$ cat config.mk
export PLATFORM = sky130hd
export DESIGN_NAME = usb_host_xact_flat
export DESIGN_NICKNAME = d
export VERILOG_FILES = /design/src/rtl/usb_host_xact_if.sv /design/src/rtl/usb_host_xact.sv /design/src/flat_wrapper.sv
export SDC_FILE = /design/constraint.sdc
export NUM_CORES = 1
export LEC_CHECK = 0
export BUFFER_PORTS_ARGS = -buffer_cell sky130_fd_sc_hd__buf_2
export CAP_MARGIN = 5
export CORE_MARGIN = 4
export CORE_UTILIZATION = 35
export DETAILED_ROUTE_END_ITERATION = 8
export PLACE_DENSITY_LB_ADDON = 0.3
export SLEW_MARGIN = 20
export SYNTH_ARGS = -nofsm -noshare
export SYNTH_HDL_FRONTEND = slang
export SYNTH_SLANG_ARGS = --single-unit
$ cat constraint.sdc
create_clock -name clock -period 2 [get_ports clock]
set_clock_uncertainty 0.1 [all_clocks]
set_input_delay 0.4 -clock clock [delete_from_list [all_inputs] [get_ports clock]]
set_output_delay 0.4 -clock clock [all_outputs]
set_load 0.01 [all_outputs]
$ cat src/rtl/usb_host_xact_if.sv
// usb_host_xact_if: command, packet-engine and payload stream signals of the host transaction sequencer
interface usb_host_xact_if;
  logic       cmd_valid_i, cmd_ready_o, cmd_tog_i;
  logic [1:0] cmd_type_i;
  logic [6:0] cmd_addr_i;
  logic [3:0] cmd_endp_i;
  logic       done_o;
  logic [2:0] result_o;
  logic       tok_send_o, tok_done_i;
  logic [1:0] tok_type_o;
  logic [15:0] tok_data_o;
  logic       trn_tsend_o, trn_busy_i, trn_tdone_i;
  logic [1:0] trn_ttype_o;
  logic       hsk_send_o, hsk_sent_i, hsk_recv_i;
  logic [1:0] hsk_type_o, hsk_type_i;
  logic       out_recv_i, crc_err_i;
  logic [1:0] out_type_i;
  logic       s_tvalid_i, s_tready_o, s_tlast_i;
  logic [7:0] s_tdata_i;
  logic       trn_tvalid_o, trn_tready_i, trn_tlast_o;
  logic [7:0] trn_tdata_o;
  logic       rx_tvalid_i, rx_tready_o, rx_tlast_i;
  logic [7:0] rx_tdata_i;
  logic       m_tvalid_o, m_tready_i, m_tlast_o;
  logic [7:0] m_tdata_o;
  modport slave (
    input  cmd_valid_i, cmd_type_i, cmd_addr_i, cmd_endp_i, cmd_tog_i, tok_done_i, trn_busy_i,
           trn_tdone_i, hsk_sent_i, hsk_recv_i, hsk_type_i, out_recv_i, out_type_i, crc_err_i,
           s_tvalid_i, s_tlast_i, s_tdata_i, trn_tready_i, rx_tvalid_i, rx_tlast_i, rx_tdata_i, m_tready_i,
    output cmd_ready_o, done_o, result_o, tok_send_o, tok_type_o, tok_data_o, trn_tsend_o, trn_ttype_o,
           hsk_send_o, hsk_type_o, s_tready_o, trn_tvalid_o, trn_tlast_o, trn_tdata_o,
           rx_tready_o, m_tvalid_o, m_tlast_o, m_tdata_o
  );
  modport master (
    output cmd_valid_i, cmd_type_i, cmd_addr_i, cmd_endp_i, cmd_tog_i, tok_done_i, trn_busy_i,
           trn_tdone_i, hsk_sent_i, hsk_recv_i, hsk_type_i, out_recv_i, out_type_i, crc_err_i,
           s_tvalid_i, s_tlast_i, s_tdata_i, trn_tready_i, rx_tvalid_i, rx_tlast_i, rx_tdata_i, m_tready_i,
    input  cmd_ready_o, done_o, result_o, tok_send_o, tok_type_o, tok_data_o, trn_tsend_o, trn_ttype_o,
           hsk_send_o, hsk_type_o, s_tready_o, trn_tvalid_o, trn_tlast_o, trn_tdata_o,
           rx_tready_o, m_tvalid_o, m_tlast_o, m_tdata_o
  );
endinterface

$ cat src/rtl/usb_host_xact.sv
// usb_host_xact: host-side USB transaction sequencer driving token, data and handshake packets
module usb_host_xact #(
  parameter int TIMEOUT = 128
) (
  input logic clock,
  input logic reset,
  usb_host_xact_if.slave bus
);
  localparam int TW = $clog2(TIMEOUT + 1);
  typedef enum logic [3:0] {IDLE, TOKEN, DATA_TX, WAIT_HSK, WAIT_DATA, RECV, CRC_CHK, SEND_ACK, DONE} state_t;
  state_t state, next;
  logic [1:0] typ;
  logic [6:0] addr;
  logic [3:0] endp;
  logic tog, mism, crc_seen, cnt, tok_send, tsend, hsend, acc, waiting, tmo, is_in, crc_any;
  logic [2:0] res, res_n, hsk_res;
  logic [TW-1:0] timer;
  assign acc = state == IDLE && bus.cmd_valid_i;
  assign waiting = state == WAIT_HSK || state == WAIT_DATA;
  assign tmo = timer == TW'(TIMEOUT - 1);
  assign is_in = typ == 2'b10;
  assign crc_any = bus.crc_err_i || crc_seen;
  assign hsk_res = bus.hsk_type_i == 2'b01 ? 3'd3 : bus.hsk_type_i == 2'b10 ? 3'd1 :
                   bus.hsk_type_i == 2'b11 ? 3'd2 : 3'd0;
  assign bus.cmd_ready_o = state == IDLE;
  assign bus.done_o = state == DONE;
  assign bus.result_o = res;
  assign bus.tok_send_o = tok_send;
  assign bus.tok_type_o = typ;
  assign bus.tok_data_o = {5'b0, endp, addr};
  assign bus.trn_tsend_o = tsend;
  assign bus.trn_ttype_o = {tog, 1'b0};
  assign bus.hsk_send_o = hsend;
  assign bus.hsk_type_o = 2'b00;
  assign bus.trn_tvalid_o = state == DATA_TX && bus.s_tvalid_i;
  assign bus.trn_tlast_o = state == DATA_TX && bus.s_tlast_i;
  assign bus.trn_tdata_o = state == DATA_TX ? bus.s_tdata_i : 8'h00;
  assign bus.s_tready_o = state == DATA_TX && bus.trn_tready_i;
  assign bus.m_tvalid_o = state == RECV && bus.rx_tvalid_i;
  assign bus.m_tlast_o = state == RECV && bus.rx_tlast_i;
  assign bus.m_tdata_o = state == RECV ? bus.rx_tdata_i : 8'h00;
  assign bus.rx_tready_o = state == RECV ? bus.m_tready_i : 1'b1;
  // next state and result code; a device response always wins over an expiring timer
  always_comb begin
    next = state;
    res_n = res;
    case (state)
      IDLE: if (acc) begin
        next = bus.cmd_type_i == 2'b01 ? DONE : TOKEN;
        res_n = 3'd5;
      end
      TOKEN: if (bus.tok_done_i) next = is_in ? WAIT_DATA : DATA_TX;
      DATA_TX: if (bus.trn_tdone_i) next = WAIT_HSK;
      WAIT_HSK: if (bus.crc_err_i || bus.out_recv_i || bus.hsk_recv_i || tmo) begin
        next = DONE;
        res_n = bus.crc_err_i || bus.out_recv_i ? 3'd5 : bus.hsk_recv_i ? hsk_res : 3'd4;
      end
      WAIT_DATA: if (bus.crc_err_i || bus.hsk_recv_i || (bus.out_recv_i && bus.out_type_i[0]) || (!bus.out_recv_i && tmo)) begin
        next = DONE;
        res_n = bus.crc_err_i ? 3'd5 : bus.hsk_recv_i ? (bus.hsk_type_i[1] ? hsk_res : 3'd5) :
                bus.out_recv_i ? 3'd5 : 3'd4;
      end else if (bus.out_recv_i) next = RECV;
      RECV: if (bus.rx_tvalid_i && bus.m_tready_i && bus.rx_tlast_i) next = CRC_CHK;
      CRC_CHK: if (crc_any) begin
        next = DONE;
        res_n = 3'd5;
      end else if (cnt) next = SEND_ACK;
      SEND_ACK: if (bus.hsk_sent_i) begin
        next = DONE;
        res_n = mism ? 3'd6 : 3'd0;
      end
      DONE: next = IDLE;
      default: next = IDLE;
    endcase
  end
  // state, command latch, response timer and single-cycle request strobes
  always_ff @(posedge clock) begin
    if (reset) begin
      state <= IDLE;
      {typ, addr, endp, tog, mism, crc_seen, cnt, tok_send, tsend, hsend} <= '0;
      res <= '0;
      timer <= '0;
    end else begin
      state <= next;
      res <= res_n;
      if (acc) {typ, addr, endp, tog} <= {bus.cmd_type_i, bus.cmd_addr_i, bus.cmd_endp_i, bus.cmd_tog_i && bus.cmd_type_i != 2'b11};
      if (state == WAIT_DATA && bus.out_recv_i) mism <= bus.out_type_i[1] != tog;
      crc_seen <= (state == RECV || state == CRC_CHK) && crc_any;
      cnt <= state == CRC_CHK && !cnt;
      timer <= !waiting ? '0 : timer + TW'(timer != TW'(TIMEOUT));
      tok_send <= acc && bus.cmd_type_i != 2'b01;
      tsend <= state == TOKEN && bus.tok_done_i && !is_in;
      hsend <= state == CRC_CHK && cnt && !crc_any;
    end
  end
endmodule

$ cat src/flat_wrapper.sv
// flat-port wrapper written by rule: the top's interface ports become plain ports
module usb_host_xact_flat 
#(
  parameter int TIMEOUT = 128
)
  (clock, reset, bus_cmd_valid_i, bus_cmd_type_i, bus_cmd_addr_i, bus_cmd_endp_i, bus_cmd_tog_i, bus_tok_done_i, bus_trn_busy_i, bus_trn_tdone_i, bus_hsk_sent_i, bus_hsk_recv_i, bus_hsk_type_i, bus_out_recv_i, bus_out_type_i, bus_crc_err_i, bus_s_tvalid_i, bus_s_tlast_i, bus_s_tdata_i, bus_trn_tready_i, bus_rx_tvalid_i, bus_rx_tlast_i, bus_rx_tdata_i, bus_m_tready_i, bus_cmd_ready_o, bus_done_o, bus_result_o, bus_tok_send_o, bus_tok_type_o, bus_tok_data_o, bus_trn_tsend_o, bus_trn_ttype_o, bus_hsk_send_o, bus_hsk_type_o, bus_s_tready_o, bus_trn_tvalid_o, bus_trn_tlast_o, bus_trn_tdata_o, bus_rx_tready_o, bus_m_tvalid_o, bus_m_tlast_o, bus_m_tdata_o);
  usb_host_xact_if bus_i ();
  input logic clock;
  input logic reset;
  input wire logic [$bits(bus_i.cmd_valid_i)-1:0] bus_cmd_valid_i;
  input wire logic [$bits(bus_i.cmd_type_i)-1:0] bus_cmd_type_i;
  input wire logic [$bits(bus_i.cmd_addr_i)-1:0] bus_cmd_addr_i;
  input wire logic [$bits(bus_i.cmd_endp_i)-1:0] bus_cmd_endp_i;
  input wire logic [$bits(bus_i.cmd_tog_i)-1:0] bus_cmd_tog_i;
  input wire logic [$bits(bus_i.tok_done_i)-1:0] bus_tok_done_i;
  input wire logic [$bits(bus_i.trn_busy_i)-1:0] bus_trn_busy_i;
  input wire logic [$bits(bus_i.trn_tdone_i)-1:0] bus_trn_tdone_i;
  input wire logic [$bits(bus_i.hsk_sent_i)-1:0] bus_hsk_sent_i;
  input wire logic [$bits(bus_i.hsk_recv_i)-1:0] bus_hsk_recv_i;
  input wire logic [$bits(bus_i.hsk_type_i)-1:0] bus_hsk_type_i;
  input wire logic [$bits(bus_i.out_recv_i)-1:0] bus_out_recv_i;
  input wire logic [$bits(bus_i.out_type_i)-1:0] bus_out_type_i;
  input wire logic [$bits(bus_i.crc_err_i)-1:0] bus_crc_err_i;
  input wire logic [$bits(bus_i.s_tvalid_i)-1:0] bus_s_tvalid_i;
  input wire logic [$bits(bus_i.s_tlast_i)-1:0] bus_s_tlast_i;
  input wire logic [$bits(bus_i.s_tdata_i)-1:0] bus_s_tdata_i;
  input wire logic [$bits(bus_i.trn_tready_i)-1:0] bus_trn_tready_i;
  input wire logic [$bits(bus_i.rx_tvalid_i)-1:0] bus_rx_tvalid_i;
  input wire logic [$bits(bus_i.rx_tlast_i)-1:0] bus_rx_tlast_i;
  input wire logic [$bits(bus_i.rx_tdata_i)-1:0] bus_rx_tdata_i;
  input wire logic [$bits(bus_i.m_tready_i)-1:0] bus_m_tready_i;
  output wire logic [$bits(bus_i.cmd_ready_o)-1:0] bus_cmd_ready_o;
  output wire logic [$bits(bus_i.done_o)-1:0] bus_done_o;
  output wire logic [$bits(bus_i.result_o)-1:0] bus_result_o;
  output wire logic [$bits(bus_i.tok_send_o)-1:0] bus_tok_send_o;
  output wire logic [$bits(bus_i.tok_type_o)-1:0] bus_tok_type_o;
  output wire logic [$bits(bus_i.tok_data_o)-1:0] bus_tok_data_o;
  output wire logic [$bits(bus_i.trn_tsend_o)-1:0] bus_trn_tsend_o;
  output wire logic [$bits(bus_i.trn_ttype_o)-1:0] bus_trn_ttype_o;
  output wire logic [$bits(bus_i.hsk_send_o)-1:0] bus_hsk_send_o;
  output wire logic [$bits(bus_i.hsk_type_o)-1:0] bus_hsk_type_o;
  output wire logic [$bits(bus_i.s_tready_o)-1:0] bus_s_tready_o;
  output wire logic [$bits(bus_i.trn_tvalid_o)-1:0] bus_trn_tvalid_o;
  output wire logic [$bits(bus_i.trn_tlast_o)-1:0] bus_trn_tlast_o;
  output wire logic [$bits(bus_i.trn_tdata_o)-1:0] bus_trn_tdata_o;
  output wire logic [$bits(bus_i.rx_tready_o)-1:0] bus_rx_tready_o;
  output wire logic [$bits(bus_i.m_tvalid_o)-1:0] bus_m_tvalid_o;
  output wire logic [$bits(bus_i.m_tlast_o)-1:0] bus_m_tlast_o;
  output wire logic [$bits(bus_i.m_tdata_o)-1:0] bus_m_tdata_o;
  assign bus_i.cmd_valid_i = bus_cmd_valid_i;
  assign bus_i.cmd_type_i = bus_cmd_type_i;
  assign bus_i.cmd_addr_i = bus_cmd_addr_i;
  assign bus_i.cmd_endp_i = bus_cmd_endp_i;
  assign bus_i.cmd_tog_i = bus_cmd_tog_i;
  assign bus_i.tok_done_i = bus_tok_done_i;
  assign bus_i.trn_busy_i = bus_trn_busy_i;
  assign bus_i.trn_tdone_i = bus_trn_tdone_i;
  assign bus_i.hsk_sent_i = bus_hsk_sent_i;
  assign bus_i.hsk_recv_i = bus_hsk_recv_i;
  assign bus_i.hsk_type_i = bus_hsk_type_i;
  assign bus_i.out_recv_i = bus_out_recv_i;
  assign bus_i.out_type_i = bus_out_type_i;
  assign bus_i.crc_err_i = bus_crc_err_i;
  assign bus_i.s_tvalid_i = bus_s_tvalid_i;
  assign bus_i.s_tlast_i = bus_s_tlast_i;
  assign bus_i.s_tdata_i = bus_s_tdata_i;
  assign bus_i.trn_tready_i = bus_trn_tready_i;
  assign bus_i.rx_tvalid_i = bus_rx_tvalid_i;
  assign bus_i.rx_tlast_i = bus_rx_tlast_i;
  assign bus_i.rx_tdata_i = bus_rx_tdata_i;
  assign bus_i.m_tready_i = bus_m_tready_i;
  assign bus_cmd_ready_o = bus_i.cmd_ready_o;
  assign bus_done_o = bus_i.done_o;
  assign bus_result_o = bus_i.result_o;
  assign bus_tok_send_o = bus_i.tok_send_o;
  assign bus_tok_type_o = bus_i.tok_type_o;
  assign bus_tok_data_o = bus_i.tok_data_o;
  assign bus_trn_tsend_o = bus_i.trn_tsend_o;
  assign bus_trn_ttype_o = bus_i.trn_ttype_o;
  assign bus_hsk_send_o = bus_i.hsk_send_o;
  assign bus_hsk_type_o = bus_i.hsk_type_o;
  assign bus_s_tready_o = bus_i.s_tready_o;
  assign bus_trn_tvalid_o = bus_i.trn_tvalid_o;
  assign bus_trn_tlast_o = bus_i.trn_tlast_o;
  assign bus_trn_tdata_o = bus_i.trn_tdata_o;
  assign bus_rx_tready_o = bus_i.rx_tready_o;
  assign bus_m_tvalid_o = bus_i.m_tvalid_o;
  assign bus_m_tlast_o = bus_i.m_tlast_o;
  assign bus_m_tdata_o = bus_i.m_tdata_o;
  usb_host_xact #(.TIMEOUT(TIMEOUT)) u_core (.clock(clock), .reset(reset), .bus(bus_i));
endmodule
### Word level (Yosys, flattened, before mapping)

Index checks and enable logic that the tools add are counted.

| storage, ports and cells | value |
|---|---|
| input port bits | 50 |
| output and inout bits | 52 |
| flip-flop bits (word level) | 35 |
| word-level logic and storage cells | 112 |

| cells by class | value |
|---|---|
| equality and inequality tests | 28 |
| reductions and logical operators | 37 |
| add/sub/neg operators | 1 |
| multiplexer cells | 32 |
| bitwise operators | 1 |

Operators by type and width:

| kind | number |
|---|---|
| two-way mux 4 bit | 11 |
| two-way mux 3 bit | 14 |
| one-hot mux 4 bit (8 select lines) | 1 |
| logical AND 1 bit | 19 |
| == test 4 x 3 -> 1 bit, second input constant | 4 |
| two-way mux 8 bit | 2 |
| one-hot mux 3 bit (5 select lines) | 1 |
| != test 2 bit, second input constant | 7 |
| logical OR 1 bit | 9 |
| adder 8 x 1 -> 8 bit | 1 |
| == test 4 x 2 -> 1 bit, second input constant | 2 |
| == test 8 x 7 -> 1 bit, second input constant | 1 |
| != test 8 bit, second input constant | 1 |
| AND reduction 8 bit | 1 |
| == test 2 bit, second input constant | 3 |
| != test 2 x 1 -> 1 bit, second input constant | 3 |
| AND reduction 6 bit | 1 |
| nonzero test 5 bit | 1 |
| == test 2 x 1 -> 1 bit, second input constant | 2 |
| == test 4 x 1 -> 1 bit, second input constant | 1 |
| == test 4 bit, second input constant | 1 |
| zero test 1 bit | 4 |
| zero test 4 bit | 1 |
| != test 3 x 1 -> 1 bit, second input constant | 1 |
| other kinds (6) | 7 |

### Logic depth before layout (Yosys ltp)

| depth | value |
|---|---|
| depth in word-level cells | 9 |
| mapped depth | 10 |
| mapped depth without buffers | 10 |

### Worst setup path after synthesis

No wires, ideal clock.

| path | value |
|---|---|
| kind | register -> register |
| from | register u_core.state[1] |
| to | register u_core.addr[2] |
| period minus slack after synthesis | 1.951 ns |
| setup slack | 0.049 ns |
| path buffers | 2 |
| library setup time | 0.132 ns |
| stages on the path, launching flop included | 7 |
| data required time | 1.768 ns |
| arrival time | 1.719 ns |
| cells stage by stage | dfxtp_1 -> clkbuf_1 -> nor4_1 -> nand2_1 -> clkbuf_1 -> nand2_1 -> a21oi_1 |

| between the ends | value |
|---|---|
| cells in the longest elaborated chain, start to end | 2 |

RTL lines:

| element | line | source |
|---|---|---|
| start, declared | usb_host_xact.sv:11 | `state_t state, next;` |
| start signal, assigned | usb_host_xact.sv:84 | `state <= next;` |
| zero test 4 bit | -- |  |
| via bus_cmd_ready_o | flat_wrapper.sv:32 | `output wire logic [$bits(bus_i.cmd_ready_o)-1:0] bus_cmd_ready_o;` |
| logical AND 1 bit | usb_host_xact.sv:18 | `assign acc = state == IDLE && bus.cmd_valid_i;` |
| end signal, assigned | usb_host_xact.sv:86 | `if (acc) {typ, addr, endp, tog} <= {bus.cmd_type_i, bus.cmd_addr_i, bus.cmd_endp_i, bus.cmd_tog_i && bus.cmd_t ...` |
| end, declared | usb_host_xact.sv:13 | `logic [6:0] addr;` |

The timed path passes the listed nets, and every way through them passes these cells.
A chain may end at the register's enable or synchronous reset.

### Final worst setup path

| path | value |
|---|---|
| from | register u_core.state[2] |
| to | output bus_trn_tdata_o[1] |

| between the ends | value |
|---|---|
| cells in the longest elaborated chain, start to end | 2 |

RTL lines:

| element | line | source |
|---|---|---|
| == test 4 x 2 -> 1 bit | usb_host_xact.sv:37 | `assign bus.trn_tdata_o = state == DATA_TX ? bus.s_tdata_i : 8'h00;` |
| two-way mux 8 bit | usb_host_xact.sv:37 |  |
| end, declared | flat_wrapper.sv:45 | `output wire logic [$bits(bus_i.trn_tdata_o)-1:0] bus_trn_tdata_o;` |

Every way passes these cells.

==> flow_metrics.py <==
metrics = {
    "status": {
        "status": "finished clean",
    },
    "global_routing": {
        "grt_pass1_vias": 2112,
        "grt_overflow_total": 0,
        "grt_pass1_wl_um": 9490,
        "grt_start_max_net_pins": 18,
        "track_usage_pct": 15.8,
        "antenna_found_initial": 0,
    },
    "logic_synthesis": {
        "synth_seq_cells": 35,
        "synth_mux_area_share_pct": 0.484,
        "synthXorXnorAreaFrac_pct": 2.96,
        "synth-compound-area-share_pct": 17.2,
        "seq_area_frac_synth_pct": 33.9,
        "yosysMostFrequentCell": "dfxtp_1",
        "synth_commonest_cells": "dfxtp_1 (35), nand2_1 (33), a21oi_1 (26)",
        "syn_inst": 261,
        "mappedNetlistArea_sq_mm": 0.00207,
        "ys.flop_type": "dfxtp_1",
        "synth_top_area_share_pct": 33.9,
        "yosys.area_share.simple_pct": 33.0,
        "yosys.area.top_type": "dfxtp_1",
        "synth_fa_ha_area_share_pct": 4.23,
        "synth.avg_cell_area_sq_um": 7.92,
        "synth_top_family_by_area": "simple AND/OR/NAND/NOR gates",
        "synth_area_leaders": "dfxtp_1 (34%), and2_1 (7.0%), a21oi_1 (6.3%)",
        "yosysUniqueCellTypes": 53,
        "synth-edff-count": 0,
        "yosysWarningCount": 0,
        "async_flop_share_pct": 0,
    },
    "cts": {
        "clock-root-buffer": "clkbuf_8",
        "numCtsBuffers": 5,
        "clk_pin_slew_worst_paths_ns": 0.07,
        "cts_buffer_depth": 2,
        "numClockSinks": 35,
        "htreeDepth": 2,
        "cts_tree": "built",
        "clock_latency_ns": 0.28,
    },
    "job": {
        "drv_cap": 0,
    },
    "floorplan": {
        "die_y_um": 84.9,
        "io_pins": 102,
        "fp.dieW_um": 84.9,
        "fp.coreArea_sq_mm": 0.00561,
        "initial_utilization_pct": 36.9,
        "die-area_sq_mm": 0.00720,
        "num_rows": 27,
    },
    "worst_setup_path": {
        "cp_max_fo": 6,
        "start_kind": "flip-flop",
        "required_ns": 1.50,
        "crit_cells": 5,
        "crit_start": "u_core.state[2]$_SDFFE_PP0P_",
        "cp_slowest_stage_delay_ns": 0.37,
        "crit_path_end_kind": "output pin",
        "cp_top_family": "buffers and inverters",
        "r2r_slack_ns": 0.02,
        "r2r-start": "u_core.state[0]$_SDFFE_PP0P_",
        "critPathKind": "reg2out",
        "worstPathCellList": "buf_6 > nor4_4 > buf_4 > and2_1 > buf_2",
        "r2r-end": "u_core.state[0]$_SDFFE_PP0P_",
        "r2r_cells": 6,
        "crit_arrival_ns": 1.49,
        "crit_slowest_cell": "dfxtp_4",
        "crit_path_end": "bus_trn_tdata_o[1]",
        "cp_num_buf_inv": 3,
    },
    "placed_design": {
        "placed_area_sq_mm": 0.00272,
        "gp_congestion": 0.845,
        "dp_hpwl_um": 4460,
        "io_buffers": 92,
    },
    "layout": {
        "diodes": 0,
        "fin_area_sq_mm": 0.00305,
        "final_util_pct": 54.4,
        "drive_gt1_share_pct": 43.5,
        "num-fill-cells": 529,
        "areaGrowthSynthToFinish_pct": 47.4,
        "final_nets": 433,
    },
    "routing": {
        "wl_per_cell_um": 13.3,
        "routed_wirelength_um": 5990,
        "drt_iter0_markers": 126,
        "detail-route-antenna-nets": 0,
        "viasPerCell": 5.00,
        "via_count": 2244,
        "post-route-drc-count": 0,
        "drtPass1Iterations": 4,
    },
    "sta": {
        "fin_setup_tns_ns": 0,
        "hold_viol_final": 0,
        "fin_crit_ns": 1.99,
        "rsz0062_at_grt": "true",
        "setup_violations": 0,
        "fmax_mhz": 504,
        "drv_slew": 0,
        "period_share_pct": 99.3,
    },
    "min_path": {
        "hold_depth": 3,
        "hp-class": "in2reg",
    },
    "pwr": {
        "vdd_ir_drop_max_mv": 0.570,
        "power_density_mw_per_mm2": 965,
        "p_leak_uw": 0.00140,
    },
}
==> what timing repair did <==
action / in CTS / in global routing
pin swaps: 6 / 11
hold buffers: 0 / 0
gates resized for setup: 14 / 32
cloned: 1 / 0
endpoints found under the setup margin: 23 / 28
setup buffers: 6 / 1
==> worst min-delay path by stage <==
stage	from	endpoint	slack [ns]
after CTS	bus_cmd_addr_i[1]	u_core.addr[1]$_SDFFE_PP0P_	0.24
after global routing	bus_cmd_endp_i[1]	u_core.endp[1]$_SDFFE_PP0P_	0.25
after floorplan	u_core.cnt$_SDFF_PP0_	u_core.cnt$_SDFF_PP0_	0.32
final	bus_cmd_addr_i[5]	u_core.addr[5]$_SDFFE_PP0P_	0.25
after detailed placement	u_core.cnt$_SDFF_PP0_	u_core.cnt$_SDFF_PP0_	0.34
after global placement	u_core.cnt$_SDFF_PP0_	u_core.cnt$_SDFF_PP0_	0.33
==> layout make-up <==
class / instances / area, sq um / share of cell area, %
Multi-Input combinational cell: 199 / 1340 / 43.8
Timing Repair Buffer: 125 / 792 / 26.0
Sequential cell: 35 / 711 / 23.3
Tap cell: 72 / 90.1 / 2.96
Clock buffer: 7 / 76.3 / 2.50
Inverter: 10 / 37.5 / 1.23
Clock inverter: 1 / 5.00 / 0.164
==> state kept, by name (all words and copies together) (netlist names) <==
register,flops
u_core.mism,1
u_core.bus.hsk_send_o,1
u_core.bus.tok_type_o,2
u_core.cnt,1
u_core.endp,4
u_core.bus.trn_tsend_o,1
u_core.bus.tok_send_o,1
u_core.tog,1
u_core.state,4
u_core.addr,7
u_core.crc_seen,1
u_core.timer,8
u_core.bus.result_o,3
==> logic make-up after synthesis <==
logic type,after synthesis
and+or+nand+nor,125
muxes,1
buffers and inverters,34
adders and majority gates,7
other,1
DFF,35
xor gates and xnor gates,7
AOI/OAI and AO/OA,51
==> report_power, final <==
part           internal (uW)  leakage, uW  switching [uW]  total (uW)
clock network            245    0.0000422             255         499
logic                    779      0.00107             759        1540
registers                823     0.000288            80.0         903
==> worst reg2reg max path, stage by stage, from the launching register on <==
cell      delay [ns]
dfxtp_4         0.36
buf_6           0.10
nand2b_4        0.07
or4b_4          0.51
o32a_4          0.35
and3b_1         0.18
a221oi_2        0.22
==> cell usage in the layout, fill, tap and decap left out, types with 5 or more instances in the layout <==
cell / instances
buf_4: 28
nand2_1: 33
inv_1: 9
xnor2_1: 5
conb_1: 8
buf_6: 13
ha_1: 7
and2_1: 14
o21ai_0: 5
dfxtp_1: 31
nor2_1: 15
nand3_1: 9
and2_4: 9
buf_2: 83
a21oi_1: 26
clkbuf_8: 5
nor3_1: 6
==> routing by layer <==
| layer | up-vias | GRT usage [%] | routed length [um] |
|---|---|---|---|
| met2 | 100 | 27.6 | 2920 |
| met5 | - | 0 | 0 |
| met3 | 7 | 5.53 | 554 |
| met1 | 1010 | 18.8 | 2450 |
| met4 | 0 | 3.45 | 63 |
| li1 | 1127 | - | - |
==> through the flow <==
| stage | hold WS [ns] | instances | setup WS [ns] | total power (uW) |
|---|---|---|---|---|
| 2_1_floorplan | 0.316 | 268 | 0.0491 | 1690 |
| 3_3_place_gp | 0.331 | 433 | -0.115 | 2170 |
| 3_5_place_dp | 0.338 | 433 | -0.144 | 2180 |
| 4_1_cts | 0.238 | 448 | 0.000901 | 2800 |
| 5_1_grt | 0.247 | 449 | -0.0605 | 3150 |
| 6_report | 0.252 | 449 | 0.0147 | 2940 |
Power figures use the tool's default switching activity.
